--- config.mk ---
export PLATFORM = sky130hd
export DESIGN_NAME = fb_pixel_writer
export DESIGN_NICKNAME = d
export VERILOG_FILES = /design/src/rtl/fb_pixel_writer.sv
export SDC_FILE = /design/constraint.sdc
export NUM_CORES = 1
export LEC_CHECK = 0
export CAP_MARGIN = 0
export CORE_MARGIN = 1
export CORE_UTILIZATION = 50
export CTS_CLUSTER_SIZE = 12
export DETAILED_ROUTE_END_ITERATION = 7
export GPL_TIMING_DRIVEN = 1
export PLACE_DENSITY = 0.69
export SYNTH_ARGS = -nofsm -noshare
export SYNTH_HDL_FRONTEND = slang
export SYNTH_SLANG_ARGS = --single-unit
export TNS_END_PERCENT = 50
--- constraint.sdc ---
create_clock -name CLK -period 8.6 [get_ports CLK]
set_input_delay 1.72 -clock CLK [delete_from_list [all_inputs] [get_ports CLK]]
set_output_delay 1.72 -clock CLK [all_outputs]
set_load 0.02 [all_outputs]
--- src/rtl/fb_pixel_writer.sv ---
// fb_pixel_writer: buffers an RGB565 pixel stream in a small FIFO and writes
// each pixel into the framebuffer with single Wishbone classic write cycles.
// Pixel index idx maps to byte address BASE_ADDR + 2*idx, matching the
// addressing used by the display stage that reads the framebuffer.
//
// state   | meaning
// --------+------------------------------------------------------------
// S_IDLE  | no bus cycle open; pops the FIFO head when data and enable
// S_WRITE | write cycle open; adr/dat held until ack, may chain next pop
module fb_pixel_writer #(
  parameter int          HDISP     = 640,
  parameter int          VDISP     = 480,
  parameter logic [31:0] BASE_ADDR = 32'h0,
  parameter int          FIFO_AW   = 4
) (
  input  logic        CLK,
  input  logic        RST,
  input  logic        enable,
  input  logic        pix_valid,
  output logic        pix_ready,
  input  logic [15:0] pix_data,
  input  logic        pix_sof,
  output logic [31:0] wb_adr,
  output logic [15:0] wb_dat_ms,
  output logic        wb_cyc,
  output logic        wb_stb,
  output logic        wb_we,
  output logic [1:0]  wb_sel,
  input  logic        wb_ack,
  output logic        frame_done,
  output logic        sof_err
);

  localparam int NPIX  = HDISP * VDISP;
  localparam int IW    = (NPIX > 1) ? $clog2(NPIX) : 1;
  localparam int DEPTH = 1 << FIFO_AW;
  localparam logic [IW-1:0]      LAST_IDX = IW'(NPIX - 1);
  localparam logic [FIFO_AW:0]   FULL_CNT = (FIFO_AW + 1)'(DEPTH);

  typedef enum logic {S_IDLE, S_WRITE} state_t;

  state_t r_state;
  state_t w_state_nxt;

  logic [16:0]        r_mem [DEPTH];
  logic [FIFO_AW-1:0] r_wptr;
  logic [FIFO_AW-1:0] r_rptr;
  logic [FIFO_AW:0]   r_count;
  logic               r_run;

  logic [IW-1:0] r_next_idx;
  logic [IW-1:0] r_cur_idx;
  logic          r_sof_err;
  logic          r_frame_done;

  logic [31:0] r_adr;
  logic [15:0] r_dat;
  logic        r_cyc;
  logic        r_stb;
  logic        r_we;
  logic [1:0]  r_sel;

  logic          w_full;
  logic          w_empty;
  logic          w_push;
  logic          w_pop;
  logic          w_close;
  logic          w_ack_ok;
  logic [16:0]   w_head;
  logic          w_head_sof;
  logic [IW-1:0] w_wr_idx;
  logic [IW-1:0] w_wr_idx_inc;

  // r_run keeps pix_ready low through reset and releases it one cycle later,
  // so ready is a pure function of registered state and enable.
  assign w_full     = (r_count == FULL_CNT);
  assign w_empty    = (r_count == '0);
  assign pix_ready  = r_run && enable && !w_full;
  assign w_push     = pix_valid && pix_ready;
  assign w_head     = r_mem[r_rptr];
  assign w_head_sof = w_head[16];
  assign w_ack_ok   = (r_state == S_WRITE) && wb_ack;

  // A SOF entry always restarts the frame at index 0.
  assign w_wr_idx     = w_head_sof ? '0 : r_next_idx;
  assign w_wr_idx_inc = (w_wr_idx == LAST_IDX) ? '0 : w_wr_idx + 1'b1;

  // FIFO storage, left unreset so it can map onto distributed RAM.
  always_ff @(posedge CLK) begin
    if (w_push) begin
      r_mem[r_wptr] <= {pix_sof, pix_data};
    end
  end

  // FIFO pointers and occupancy.
  always_ff @(posedge CLK) begin
    if (RST) begin
      r_wptr  <= '0;
      r_rptr  <= '0;
      r_count <= '0;
      r_run   <= 1'b0;
    end else begin
      r_run <= 1'b1;
      if (w_push) begin
        r_wptr <= r_wptr + 1'b1;
      end
      if (w_pop) begin
        r_rptr <= r_rptr + 1'b1;
      end
      if (w_push && !w_pop) begin
        r_count <= r_count + 1'b1;
      end else if (w_pop && !w_push) begin
        r_count <= r_count - 1'b1;
      end
    end
  end

  // FSM state register.
  always_ff @(posedge CLK) begin
    if (RST) begin
      r_state <= S_IDLE;
    end else begin
      r_state <= w_state_nxt;
    end
  end

  // FSM next state, pop and cycle-close decisions.
  always_comb begin
    w_state_nxt = r_state;
    w_pop       = 1'b0;
    w_close     = 1'b0;
    case (r_state)
      S_IDLE: begin
        if (!w_empty && enable) begin
          w_pop       = 1'b1;
          w_state_nxt = S_WRITE;
        end
      end
      S_WRITE: begin
        if (wb_ack) begin
          if (!w_empty && enable) begin
            w_pop = 1'b1;
          end else begin
            w_close     = 1'b1;
            w_state_nxt = S_IDLE;
          end
        end
      end
      default: w_state_nxt = S_IDLE;
    endcase
  end

  // Write index tracking, frame_done pulse and sticky SOF error.
  // r_next_idx advances when a pixel is popped; since pops and acks occur in
  // the same order this equals the post-ack index seen by the next pixel.
  always_ff @(posedge CLK) begin
    if (RST) begin
      r_next_idx   <= '0;
      r_cur_idx    <= '0;
      r_sof_err    <= 1'b0;
      r_frame_done <= 1'b0;
    end else begin
      r_frame_done <= w_ack_ok && (r_cur_idx == LAST_IDX);
      if (w_pop) begin
        r_cur_idx  <= w_wr_idx;
        r_next_idx <= w_wr_idx_inc;
        if (w_head_sof && (r_next_idx != '0)) begin
          r_sof_err <= 1'b1;
        end
      end
    end
  end

  // Registered Wishbone master outputs.
  always_ff @(posedge CLK) begin
    if (RST) begin
      r_adr <= '0;
      r_dat <= '0;
      r_cyc <= 1'b0;
      r_stb <= 1'b0;
      r_we  <= 1'b0;
      r_sel <= 2'b00;
    end else if (w_pop) begin
      r_adr <= BASE_ADDR + (32'(w_wr_idx) << 1);
      r_dat <= w_head[15:0];
      r_cyc <= 1'b1;
      r_stb <= 1'b1;
      r_we  <= 1'b1;
      r_sel <= 2'b11;
    end else if (w_close) begin
      r_cyc <= 1'b0;
      r_stb <= 1'b0;
      r_we  <= 1'b0;
      r_sel <= 2'b00;
    end
  end

  assign wb_adr     = r_adr;
  assign wb_dat_ms  = r_dat;
  assign wb_cyc     = r_cyc;
  assign wb_stb     = r_stb;
  assign wb_we      = r_we;
  assign wb_sel     = r_sel;
  assign frame_done = r_frame_done;
  assign sof_err    = r_sof_err;

endmodule

After elaboration in Yosys (flattened, before gate mapping)
Memories as Yosys holds them, arrays and structs flattened. A register that Yosys moved wholly into a read port is not among the register bits.
Index checks and enable logic that the tools add are counted.
Word-level totals
  register bits: 74
  memories kept: 1
  bits in writable memories: 272
  logic and storage cells: 61
  output and inout bits: 56
Memory list
  r_mem: words 16, width 17, read ports 1, clocked after memory_dff 1, write ports 1, RTL line 45  | logic [16:0] r_mem [DEPTH];
Cells by class
  multiplexer cells: 21
  reduce and logical (&&, ||, !) cells: 18
  bitwise operators: 1
  equality and inequality tests: 3
  $add $sub $neg: 5
Operator list (number)
  $eq A19 B19 Y1 const B: 2
  $mux W19: 2
  $add A19 B1 Y19 const B: 1
  $reduce_bool A19 Y1: 1
  $mux W1: 11
  $mux W5: 2
  $logic_and A1 B1 Y1: 9
  $add A4 B1 Y4 const B: 2
  $mux W4: 2
  $add A5 B1 Y5 const B: 1
  $eq A5 B5 Y1 const B: 1
  $logic_not A5 Y1: 1
  $sub A5 B1 Y5 const B: 1
  $logic_not A1 Y1: 4
  $mux W2: 2
  $pmux W1 S2: 2
  $reduce_bool A2 Y1: 2
  $reduce_and A2 Y1: 1
  $not A1 Y1: 1

Logic depth before layout (Yosys ltp)
Gate-level depths: netlist of the first run.
  word-level depth: 9
  mapped depth: 17

Worst setup path after synthesis of the first run
Ideal clock, no wire load.
  path type: input to register
  from: in wb_ack
  to: reg r_count[4]
  cell stages on the path: 16
  slack: 4.298 ns
  required time: 8.472 ns
  library setup time: 0.128 ns
  arrival time: 4.175 ns
  path buffers: 4
  cells stage by stage: nand2b_1 -> nor2b_1 -> buf_2 -> inv_2 -> buf_4 -> buf_4 -> buf_2 -> ha_1 -> inv_1 -> ha_1 -> nor2b_1 -> o21a_1 -> or3_1 -> a21oi_1 -> xnor2_1 -> nor2_1
Between the ends
  cells in the longest elaborated chain, start to end: 5
Ends and longest elaborated chain
  start: declaration: RTL line 29  | input logic wb_ack,
  $mux W1 (*): RTL line 140  | if (wb_ack) begin
  $pmux W1 S2 (*): RTL line 132  | case (r_state)
  $logic_not A1 Y1: RTL line 110  | if (w_push && !w_pop) begin
  $logic_and A1 B1 Y1: RTL line 110
  $mux W5 / $reduce_bool A2 Y1 (equally long branches)
  end signal: assignment: RTL line 111  | r_count <= r_count + 1'b1;
  end signal: assignment: RTL line 113  | r_count <= r_count - 1'b1;
  end: declaration: RTL line 48  | logic [FIFO_AW:0] r_count;
Every way passes the cells marked *; elsewhere a longest branch is shown, timed or not.
A chain may end at the register's enable or synchronous reset.

==> flow_metrics.env, run 1 <==
export IMPL_status="complete, no violations"
export IMPL_cts_setup_buffers=0
export IMPL_timing_slew_headroom_pct=26.2
export IMPL_power_density_nw_per_um2=257
export IMPL_worstMarginPinSlew_ns=1.11
export IMPL_synthTopCellsByCount="edfxtp_1 (272), nand2_1 (86), mux4_2 (84)"
export IMPL_placed_cell_area_um2=14700
export IMPL_setup_viol=0
export IMPL_fin_cells=1263
export IMPL_wire_per_inst_um=21.8
export IMPL_drt_iter0_markers=694
export IMPL_synth_most_common_cell="edfxtp_1"
export IMPL_antenna_found_initial=1
export IMPL_p_leak_nw=4.98
export IMPL_endpoint_kind="register"
export IMPL_synth_seq_cells=348
export IMPL_insertion_delay_ns=0.51
export IMPL_ctsHoldBuffers=0
export IMPL_via_per_inst=5.86
export IMPL_startpoint_type="register"
export IMPL_drc_errors=0
export IMPL_hpwlAfterDp_um=15900
export IMPL_worstPathArrival_ns=5.14
export IMPL_cp_required_ns=9.03
export IMPL_synth_top_cells_by_area="edfxtp_1 (59%), mux4_2 (14%), dfxtp_1 (11%), nand2_1 (2.4%), a21oi_1 (1.7%)"
export IMPL_grtUsageTotal_pct=20.4
export IMPL_period_needed_ns=4.70
export IMPL_cts_root_buf="clkbuf_16"
export IMPL_slew_viol_final=0
export IMPL_ys_types=44
export IMPL_die_y_um=168
export IMPL_synthToLayoutAreaGrowth_pct=15.4
export IMPL_vias=7400
export IMPL_pin_count=78
export IMPL_drv_cap=0
export IMPL_start_util_pct=50.9
export IMPL_rows=60
export IMPL_min_path_type="reg -> reg"
export IMPL_cp_max_fo=41
export IMPL_synth_top_area_cell="edfxtp_1"
export IMPL_async_flop_share_pct=0
export IMPL_finClkSkew_ns=0.0186
export IMPL_core_area_um2=27000
export IMPL_wirelength_um=27600
export IMPL_synth_top_cell_area_share_pct=59.5
export IMPL_fmax_mhz=213
export IMPL_syn_area_per_cell_um2=16.5
export IMPL_grt_max_degree=74
export IMPL_syn_inst=831
export IMPL_placedCellCount=1202
export IMPL_hold_violations=0
export IMPL_path_class="reg -> reg"
export IMPL_die_area_um2=28100
export IMPL_synth_enable_flop_cells=272
export IMPL_rsz0062_at_grt="false"
export IMPL_drive_gt1_share_pct=18.8
export IMPL_drt_pass1_iter_count=6
export IMPL_cts_buffers=37
export IMPL_cts_sinks=348
export IMPL_yosysSeqAreaShare_pct=70.6
export IMPL_tns_ns=0
export IMPL_ant_nets=0
export IMPL_ys_warn_count=0
export IMPL_cts_buffer_depth=3
export IMPL_clk_pin_slew_ns=0.06
export IMPL_gp_congestion=0.806
export IMPL_portBuffers=64
export IMPL_nNetsFinal=934
export IMPL_post_cts_resized=0
export IMPL_grt_overflow_total=0
export IMPL_grt_pass1_wl_um=42900
export IMPL_grt_pass1_vias=7264
export IMPL_htreeDepth=2
export IMPL_ir_drop_mv=0.168
export IMPL_fp_dieW_um=168
export IMPL_cts_tree="yes"
export IMPL_synth_area_um2=13700
export IMPL_post_route_period_util_pct=54.7
export IMPL_synthFlopType="edfxtp_1"
export IMPL_fin_area_um2=15900
-- flip-flops by register name, summed over array words and instances, names as in the netlist, named ones only --
register,flops
frame_done,1
r_count,5
r_mem,272
r_next_idx,19
r_rptr,4
r_run,1
r_state,1
r_wptr,4
sof_err,1
wb_adr,19
wb_dat_ms,16
wb_sel,1
-- layout make-up --
class | count | area, um2
diodes | 1 | 2.50
flip-flops and latches | 348 | 9690
multi-input cells | 419 | 3770
inverters | 10 | 37.5
repair buffers | 84 | 786
well taps | 341 | 427
fillers | 2006 | 11100
clock buffers | 49 | 1000
clock inverters | 11 | 135
-- placed cells by master (no fill, tap or decap), types with 5 or more instances in the layout --
cell | Yosys | final
clkdlybuf4s50_1 | 0 | 63
xor2_1 | 6 | 6
clkbuf_1 | 25 | 10
a31oi_1 | 13 | 13
mux4_2 | 84 | 84
clkbuf_16 | 0 | 38
edfxtp_1 | 272 | 272
buf_4 | 19 | 20
inv_1 | 8 | 8
dfxtp_1 | 76 | 74
clkinv_1 | 0 | 5
ha_1 | 11 | 11
nor2_2 | 0 | 12
or4_1 | 16 | 16
nand4_1 | 10 | 10
nand3_1 | 39 | 39
a21oi_1 | 47 | 47
nor2_1 | 36 | 24
nand2_1 | 86 | 86
conb_1 | 1 | 13
and2_1 | 6 | 6
-- through the flow --
stage	setup WS, ns	power (W)	hold WS [ns]	utilization (%)
2_1_floorplan	4.30	0.00243	0.442	-
3_3_place_gp	3.62	0.00261	0.444	54.6
3_5_place_dp	3.60	0.00261	0.446	54.6
4_1_cts	3.83	0.00411	0.454	58.8
5_1_grt	3.44	0.00423	0.473	58.8
6_report	3.90	0.00407	0.451	58.8
-- worst max-delay path: stages, from the launching register on --
cell	delay (ns)
dfxtp_4	0.71
buf_4	0.74
mux4_2	0.36
mux2i_1	0.06
mux2_2	0.52
and2_1	0.28
ha_1	0.24
and3_1	0.22
nand4_1	0.17
nor2_1	0.12
nor2b_1	0.79
nand3_1	0.17
a31oi_1	0.20
-- worst paths after layout --
| path | start | endpoint | slack [ns] | cells after the start |
|---|---|---|---|---|
| min reg2reg | wb_dat_ms[6]$_SDFFE_PP0N_ | wb_dat_ms[6]$_SDFFE_PP0N_ | 0.45 | 2 |
| max | register | r_next_idx[7]$_SDFFE_PP0N_ | 3.90 | 12 |
| max reg2reg | register | r_next_idx[7]$_SDFFE_PP0N_ | 3.90 | 12 |
| min | wb_dat_ms[6]$_SDFFE_PP0N_ | wb_dat_ms[6]$_SDFFE_PP0N_ | 0.45 | 2 |
-- cell families after synthesis --
kind of cell	count (synthesis)	synth area share [%]
XOR/XNOR	10	0.638
flip-flops	348	70.6
other	1	0.0273
multiplexers	88	14.1
AND/OR/NAND/NOR	223	7.81
buffers and inverters	76	2.74
AO/OA/AOI/OAI	73	2.98
adder cells (fa/ha/maj)	12	1.15
-- layer usage --
metal	share of wire [%]	routed length (um)	track usage, %
met1	42	11700	28.2
met3	6.3	1730	3.92
met4	2.0	550	5.62
met2	49	13600	33.3
met5	0	0	0
-- where the power goes --
group	switching (W)	internal (W)	total [W]	leakage [nW]
Combinational	0.000346	0.000308	0.000654	1.36
Clock	0.000597	0.000904	0.00150	0.552
Sequential	0.0000556	0.00186	0.00192	3.06
Total	0.000998	0.00307	0.00407	4.98
No activity file was read; power rests on OpenSTA's default activity.
==> run 2: changes to the inputs <==
Clock period 8.6 ns to 4.6 ns, I/O delays scaled along.
==> run 2 against run 1 <==
  * Critical path depth fell by 1
  * Sequential power rose by 86%
  * Global-route usage rose by 0.65 points
  * Hold slack barely moved
  * Final cell count rose by 0.95%
  * Sequential share of layout area fell by 0.14 points
  * Power rose by 86%
  * Design area rose by 0.24%
  * Core utilization rose by 0.14 points
  * First-iteration DRC count rose by 5.2%
  * Setup slack got worse by 2.7 ns
  * Non-clock buffer count rose by 8
  * Highest routed layer unchanged
==> flow_metrics.env, run 2 (same netlist as run 1, synthesis figures left out) <==
export IMPL_status="complete, no violations"
export IMPL_p_sw_w=0.00190
export IMPL_insertion_delay_ns=0.52
export IMPL_grt_max_degree=70
export IMPL_min_path_type="reg -> reg"
export IMPL_placedCellCount=1210
export IMPL_pin_count=78
export IMPL_start_util_pct=50.9
export IMPL_worstMarginPinSlew_ns=0.967
export IMPL_path_depth=11
export IMPL_endpoint_kind="register"
export IMPL_power_frac_comb_pct=16.5
export IMPL_cts_root_buf="clkbuf_16"
export IMPL_cts_setup_buffers=0
export IMPL_post_route_period_util_pct=73.4
export IMPL_grt_pass1_vias=7430
export IMPL_startpoint_type="register"
export IMPL_portBuffers=64
export IMPL_power_density_nw_per_um2=476
export IMPL_period_needed_ns=3.37
export IMPL_hpwlAfterDp_um=16400
export IMPL_htreeDepth=2
export IMPL_fmax_mhz=296
export IMPL_finClkSkew_ns=0.0110
export IMPL_cts_buffer_depth=3
export IMPL_ctsHoldBuffers=0
export IMPL_cts_sinks=348
export IMPL_fin_cells=1275
export IMPL_antenna_found_initial=0
export IMPL_crit_path_end="r_next_idx[18]$_SDFFE_PP0N_"
export IMPL_drive_gt1_share_pct=19.8
export IMPL_critical_path_top_delay_family="simple AND/OR/NAND/NOR gates"
export IMPL_drc_errors=0
export IMPL_drt_pass1_iter_count=5
export IMPL_setup_viol=0
export IMPL_hold_violations=0
export IMPL_die_area_um2=28100
export IMPL_worstPathArrival_ns=3.82
export IMPL_internal_power_w=0.00566
export IMPL_crit_slowest_cell="dfxtp_4"
export IMPL_regMostFlops="r_mem"
export IMPL_cp_required_ns=5.04
export IMPL_fp_dieW_um=168
export IMPL_final_common_cell="edfxtp_1"
export IMPL_rsz0062_at_grt="false"
export IMPL_path_class="reg -> reg"
export IMPL_clk_pin_slew_ns=0.06
export IMPL_gp_congestion=0.806
export IMPL_wirelength_um=28500
export IMPL_cpPeakStageDelay_ns=0.63
export IMPL_power_frac_clock_pct=36.3
export IMPL_post_cts_resized=0
export IMPL_cts_buffers=37
export IMPL_p_sw_share_pct=25.1
export IMPL_p_leak_nw=5.01
export IMPL_reg2reg_depth=11
export IMPL_worstReg2RegEnd="r_next_idx[18]$_SDFFE_PP0N_"
export IMPL_cp_max_fo=21
export IMPL_drv_cap=0
export IMPL_slew_viol_final=0
export IMPL_reg2reg_slack_ns=1.23
export IMPL_tns_ns=0
export IMPL_final_cell_mix="edfxtp_1 (272), nand2_1 (86), mux4_2 (84)"
export IMPL_core_area_um2=27000
export IMPL_drt_iter0_markers=730
export IMPL_via_per_inst=5.84
export IMPL_cp_num_buf_inv=0
export IMPL_grt_pass1_wl_um=43900
export IMPL_diodes=0
export IMPL_synthToLayoutAreaGrowth_pct=15.7
export IMPL_largest_reg_flops=272
export IMPL_vias=7451
export IMPL_power_frac_seq_pct=47.2
export IMPL_wire_per_inst_um=22.4
export IMPL_cts_tree="yes"
export IMPL_timing_slew_headroom_pct=35.5
export IMPL_grtUsageTotal_pct=21.0
export IMPL_worstPathCellList="mux4_2 -> mux2i_1 -> mux2_2 -> and2_1 -> ha_1 -> and3_1 -> and2_1 -> and3_1 -> nand3_1 -> or4_1 -> a31oi_1"
export IMPL_die_y_um=168
export IMPL_ant_nets=0
export IMPL_rows=60
export IMPL_grt_overflow_total=0
export IMPL_nNetsFinal=942
export IMPL_ir_drop_mv=0.209
run 2: cell types whose count changed in the layout (fill, tap and decap cells not counted):
cell | previous run | this run
clkinv_1 | 5 | 1
clkinv_2 | 2 | 5
inv_6 | 0 | 1
clkbuf_4 | 0 | 1
diode_2 | 1 | 0
buf_4 | 20 | 28
clkbuf_1 | 10 | 15
clkinv_8 | 1 | 2
clkbuf_8 | 1 | 2
bufinv_16 | 3 | 1
clkbuf_16 | 38 | 37
run 2: per-stage QoR:
stage / worst slack [ns] / hold slack (ns) / cell area, um2 / power [W] / util, %
2_1_floorplan: 1.10 / 0.442 / 13800 / 0.00455 / -
3_3_place_gp: 0.964 / 0.442 / 14800 / 0.00489 / 54.8
3_5_place_dp: 0.929 / 0.446 / 14800 / 0.00490 / 54.8
4_1_cts: 1.21 / 0.454 / 15900 / 0.00763 / 59.0
5_1_grt: 0.942 / 0.483 / 15900 / 0.00786 / 59.0
6_report: 1.23 / 0.451 / 15900 / 0.00756 / 59.0
run 2: final cells by class:
class	instances	area [um2]
Fill cell	1960	11100
Sequential cell	348	9690
Multi-Input combinational cell	419	3770
Clock buffer	55	1020
Timing Repair Buffer	92	846
Tap cell	341	427
Clock inverter	10	100
Inverter	10	37.5
run 2: per-layer routing:
| metal | GRT usage, % | vias to the layer above | routed length (um) |
|---|---|---|---|
| li1 | - | 3360 | - |
| met1 | 28.8 | 3794 | 12200 |
| met2 | 35.0 | 257 | 14200 |
| met3 | 3.24 | 40 | 1610 |
| met4 | 6.58 | 0 | 613 |
| met5 | 0 | - | 0 |
run 2: how the worst min path moves through the flow:
stage                                     startpoint                         end  slack (ns)  cells past startpoint
after floorplan                   r_state$_SDFF_PP0_       frame_done$_SDFF_PP0_        0.44                      2
after global placement    wb_dat_ms[15]$_SDFFE_PP0N_  wb_dat_ms[15]$_SDFFE_PP0N_        0.44                      2
after CTS                 wb_dat_ms[13]$_SDFFE_PP0N_  wb_dat_ms[13]$_SDFFE_PP0N_        0.45                      2
final                     wb_dat_ms[13]$_SDFFE_PP0N_  wb_dat_ms[13]$_SDFFE_PP0N_        0.45                      2
after global routing       wb_dat_ms[0]$_SDFFE_PP0N_   wb_dat_ms[0]$_SDFFE_PP0N_        0.48                      2
after detailed placement  wb_dat_ms[13]$_SDFFE_PP0N_  wb_dat_ms[13]$_SDFFE_PP0N_        0.45                      2
run 2: power groups by stage:
stage / registers (W) / logic (W) / clock network (W)
finish: 0.00357 / 0.00125 / 0.00274
global route: 0.00359 / 0.00136 / 0.00291
CTS: 0.00358 / 0.00126 / 0.00279
detailed placement: 0.00364 / 0.00126 / 0
global placement: 0.00364 / 0.00125 / 0
floorplan: 0.00365 / 0.000894 / 0
run 2: worst reg2reg max path: stages, from the launching register on:
cell     delay (ns)
dfxtp_4        0.63
mux4_2         0.57
mux2i_1        0.16
mux2_2         0.21
and2_1         0.16
ha_1           0.22
and3_1         0.23
and2_1         0.22
and3_1         0.23
nand3_1        0.11
or4_1          0.41
a31oi_1        0.17
==> run 3: changes to the inputs <==
Settings changed: PLACE_DENSITY 0.69 to 0.71.
Clock period 4.6 ns to 3.07 ns, I/O delays scaled along.
==> run 3 against run 2 <==
  * Core utilization is 0.90 points higher
  * Sequential power is 49% higher
  * Sequential share of layout area is 0.92 points lower
  * Fmax is 17% higher
  * Clock power is 53% higher
  * Final cell count is 1.1% higher
  * Non-clock buffer count is 18 higher
==> flow_metrics.env, run 3 (same netlist as run 1, synthesis figures left out) <==
export IMPL_nNetsFinal=960
export IMPL_cpPeakStageDelay_ns=0.55
export IMPL_regMostFlops="r_mem"
export IMPL_synthToLayoutAreaGrowth_pct=17.5
export IMPL_ant_nets=0
export IMPL_die_y_um=168
export IMPL_cts_root_buf="clkbuf_16"
export IMPL_period_needed_ns=2.89
export IMPL_grt_overflow_total=0
export IMPL_reg2reg_slack_ns=0.18
export IMPL_fp_dieW_um=168
export IMPL_portBuffers=64
export IMPL_final_cell_mix="edfxtp_1 (272), nand2_1 (86), mux4_2 (84)"
export IMPL_pin_count=78
export IMPL_rows=60
export IMPL_post_route_period_util_pct=94.1
export IMPL_grt_max_degree=70
export IMPL_min_path_type="reg -> reg"
export IMPL_wire_per_inst_um=21.4
export IMPL_cp_max_fo=4
export IMPL_drt_pass1_iter_count=5
export IMPL_rsz0062_at_grt="false"
export IMPL_fmax_mhz=346
export IMPL_cts_buffer_depth=3
export IMPL_placedCellCount=1228
export IMPL_drv_cap=0
export IMPL_diodes=0
export IMPL_hpwlAfterDp_um=16400
export IMPL_largest_reg_flops=272
export IMPL_core_area_um2=27000
export IMPL_met2_usage_pct=33.3
export IMPL_fill_cells=1943
export IMPL_min_from="wb_dat_ms[12]$_SDFFE_PP0N_"
export IMPL_final_common_cell="edfxtp_1"
export IMPL_total_power_w=0.0115
export IMPL_worstPathArrival_ns=3.28
export IMPL_grt_pass1_wl_um=42700
export IMPL_die_area_um2=28100
export IMPL_timing_slew_headroom_pct=35.5
export IMPL_antenna_found_initial=0
export IMPL_power_density_nw_per_um2=710
export IMPL_cts_buffers=37
export IMPL_endpoint_kind="register"
export IMPL_slew_viol_final=0
export IMPL_startpoint_type="register"
export IMPL_vias=7538
export IMPL_finClkSkew_ns=0.0119
export IMPL_critical_path_top_delay_family="simple AND/OR/NAND/NOR gates"
export IMPL_p_leak_nw=5.13
export IMPL_crit_start="r_count[0]$_SDFFE_PP0P_"
export IMPL_status="complete, no violations"
export IMPL_cts_setup_buffers=0
export IMPL_path_class="reg -> reg"
export IMPL_grt_pass1_vias=7398
export IMPL_worstReg2RegEnd="r_count[4]$_SDFFE_PP0P_"
export IMPL_cp_num_buf_inv=1
export IMPL_worstPathCellList="or4_4 -> o211a_1 -> and2_1 -> ha_4 -> inv_2 -> ha_1 -> nor2b_1 -> o21a_1 -> or3_1 -> a21oi_2 -> xnor2_1 -> nor2_1"
export IMPL_wirelength_um=27600
export IMPL_htreeDepth=2
export IMPL_met1_usage_pct=28.0
export IMPL_reg2reg_depth=12
export IMPL_drt_iter0_markers=665
export IMPL_start_util_pct=50.9
export IMPL_clk_pin_slew_ns=0.06
export IMPL_worstMarginPinSlew_ns=0.968
export IMPL_via_per_inst=5.85
export IMPL_cts_tree="yes"
export IMPL_drc_errors=0
export IMPL_reg2reg_from="r_count[0]$_SDFFE_PP0P_"
export IMPL_crit_slowest_cell="or4_4"
export IMPL_path_depth=12
export IMPL_hold_violations=0
export IMPL_fin_cells=1289
export IMPL_grtUsageTotal_pct=20.1
export IMPL_ir_drop_mv=0.365
export IMPL_cp_required_ns=3.46
export IMPL_grtUsageMet3_pct=3.12
export IMPL_busiest_layer="met2"
export IMPL_drive_gt1_share_pct=22.0
export IMPL_insertion_delay_ns=0.51
export IMPL_cts_sinks=348
export IMPL_gp_congestion=0.780
export IMPL_setup_viol=0
export IMPL_ctsHoldBuffers=0
export IMPL_crit_path_end="r_count[4]$_SDFFE_PP0P_"
-- run 3: changes by cell type in the layout (fill, tap and decap cells not counted), sizes merged --
cell	delta
clkinv	-1
buf	+18
clkbuf	-3
-- run 3: metrics by stage --
stage	cell area (um2)	hold slack [ns]	TNS (ns)	util [%]	setup WS [ns]
floorplan	13800	0.442	-1.85	-	-0.0688
global placement	15000	0.443	0	55.6	0.0658
detailed placement	15000	0.446	0	55.6	0.0160
CTS	16100	0.454	0	59.8	0.100
global route	16100	0.481	0	59.9	0.00915
finish	16100	0.452	0	59.9	0.183
-- run 3: area by class of cell --
| cell class | instances | area [um2] | share of cell area, % |
|---|---|---|---|
| clock buffer | 52 | 1060 | 6.60 |
| sequential | 348 | 9690 | 60.1 |
| multi-input combinational | 419 | 3800 | 23.6 |
| timing repair buffer | 110 | 1030 | 6.39 |
| clock inverter | 9 | 68.8 | 0.427 |
| tap | 341 | 427 | 2.65 |
| inverter | 10 | 40.0 | 0.248 |
-- run 3: what timing repair did --
action	CTS	global route
gates resized for setup	1	2
endpoints found under the setup margin	1	1
pin swaps	0	0
-- run 3: routing by layer --
layer / up-vias / wire, um
met5: - / 0
met4: 0 / 525
met3: 47 / 1450
met2: 247 / 13700
met1: 3840 / 11900
li1: 3404 / -
-- run 3: how the worst min path moves through the flow --
| stage | cells after the start | slack [ns] | endpoint |
|---|---|---|---|
| 3_3_place_gp | 2 | 0.44 | wb_dat_ms[5]$_SDFFE_PP0N_ |
| 3_5_place_dp | 2 | 0.45 | wb_dat_ms[12]$_SDFFE_PP0N_ |
| 4_1_cts | 2 | 0.45 | wb_dat_ms[12]$_SDFFE_PP0N_ |
| 2_1_floorplan | 2 | 0.44 | frame_done$_SDFF_PP0_ |
| 6_report | 2 | 0.45 | wb_dat_ms[12]$_SDFFE_PP0N_ |
| 5_1_grt | 2 | 0.48 | wb_dat_ms[11]$_SDFFE_PP0N_ |
-- run 3: power breakdown --
group          internal, W  total, W  switching, W
sequential         0.00521   0.00532      0.000108
combinational     0.000921   0.00195       0.00103
clock              0.00248   0.00418       0.00169
total              0.00862    0.0115       0.00283
-- run 3: worst register-to-register path: stages (launching register included) --
cell and delay, ns:
dfxtp_1 0.35, or4_4 0.55, o211a_1 0.23, and2_1 0.20, ha_4 0.19, inv_2 0.09, ha_1 0.24, nor2b_1 0.13
o21a_1 0.17, or3_1 0.32, a21oi_2 0.14, xnor2_1 0.12, nor2_1 0.05
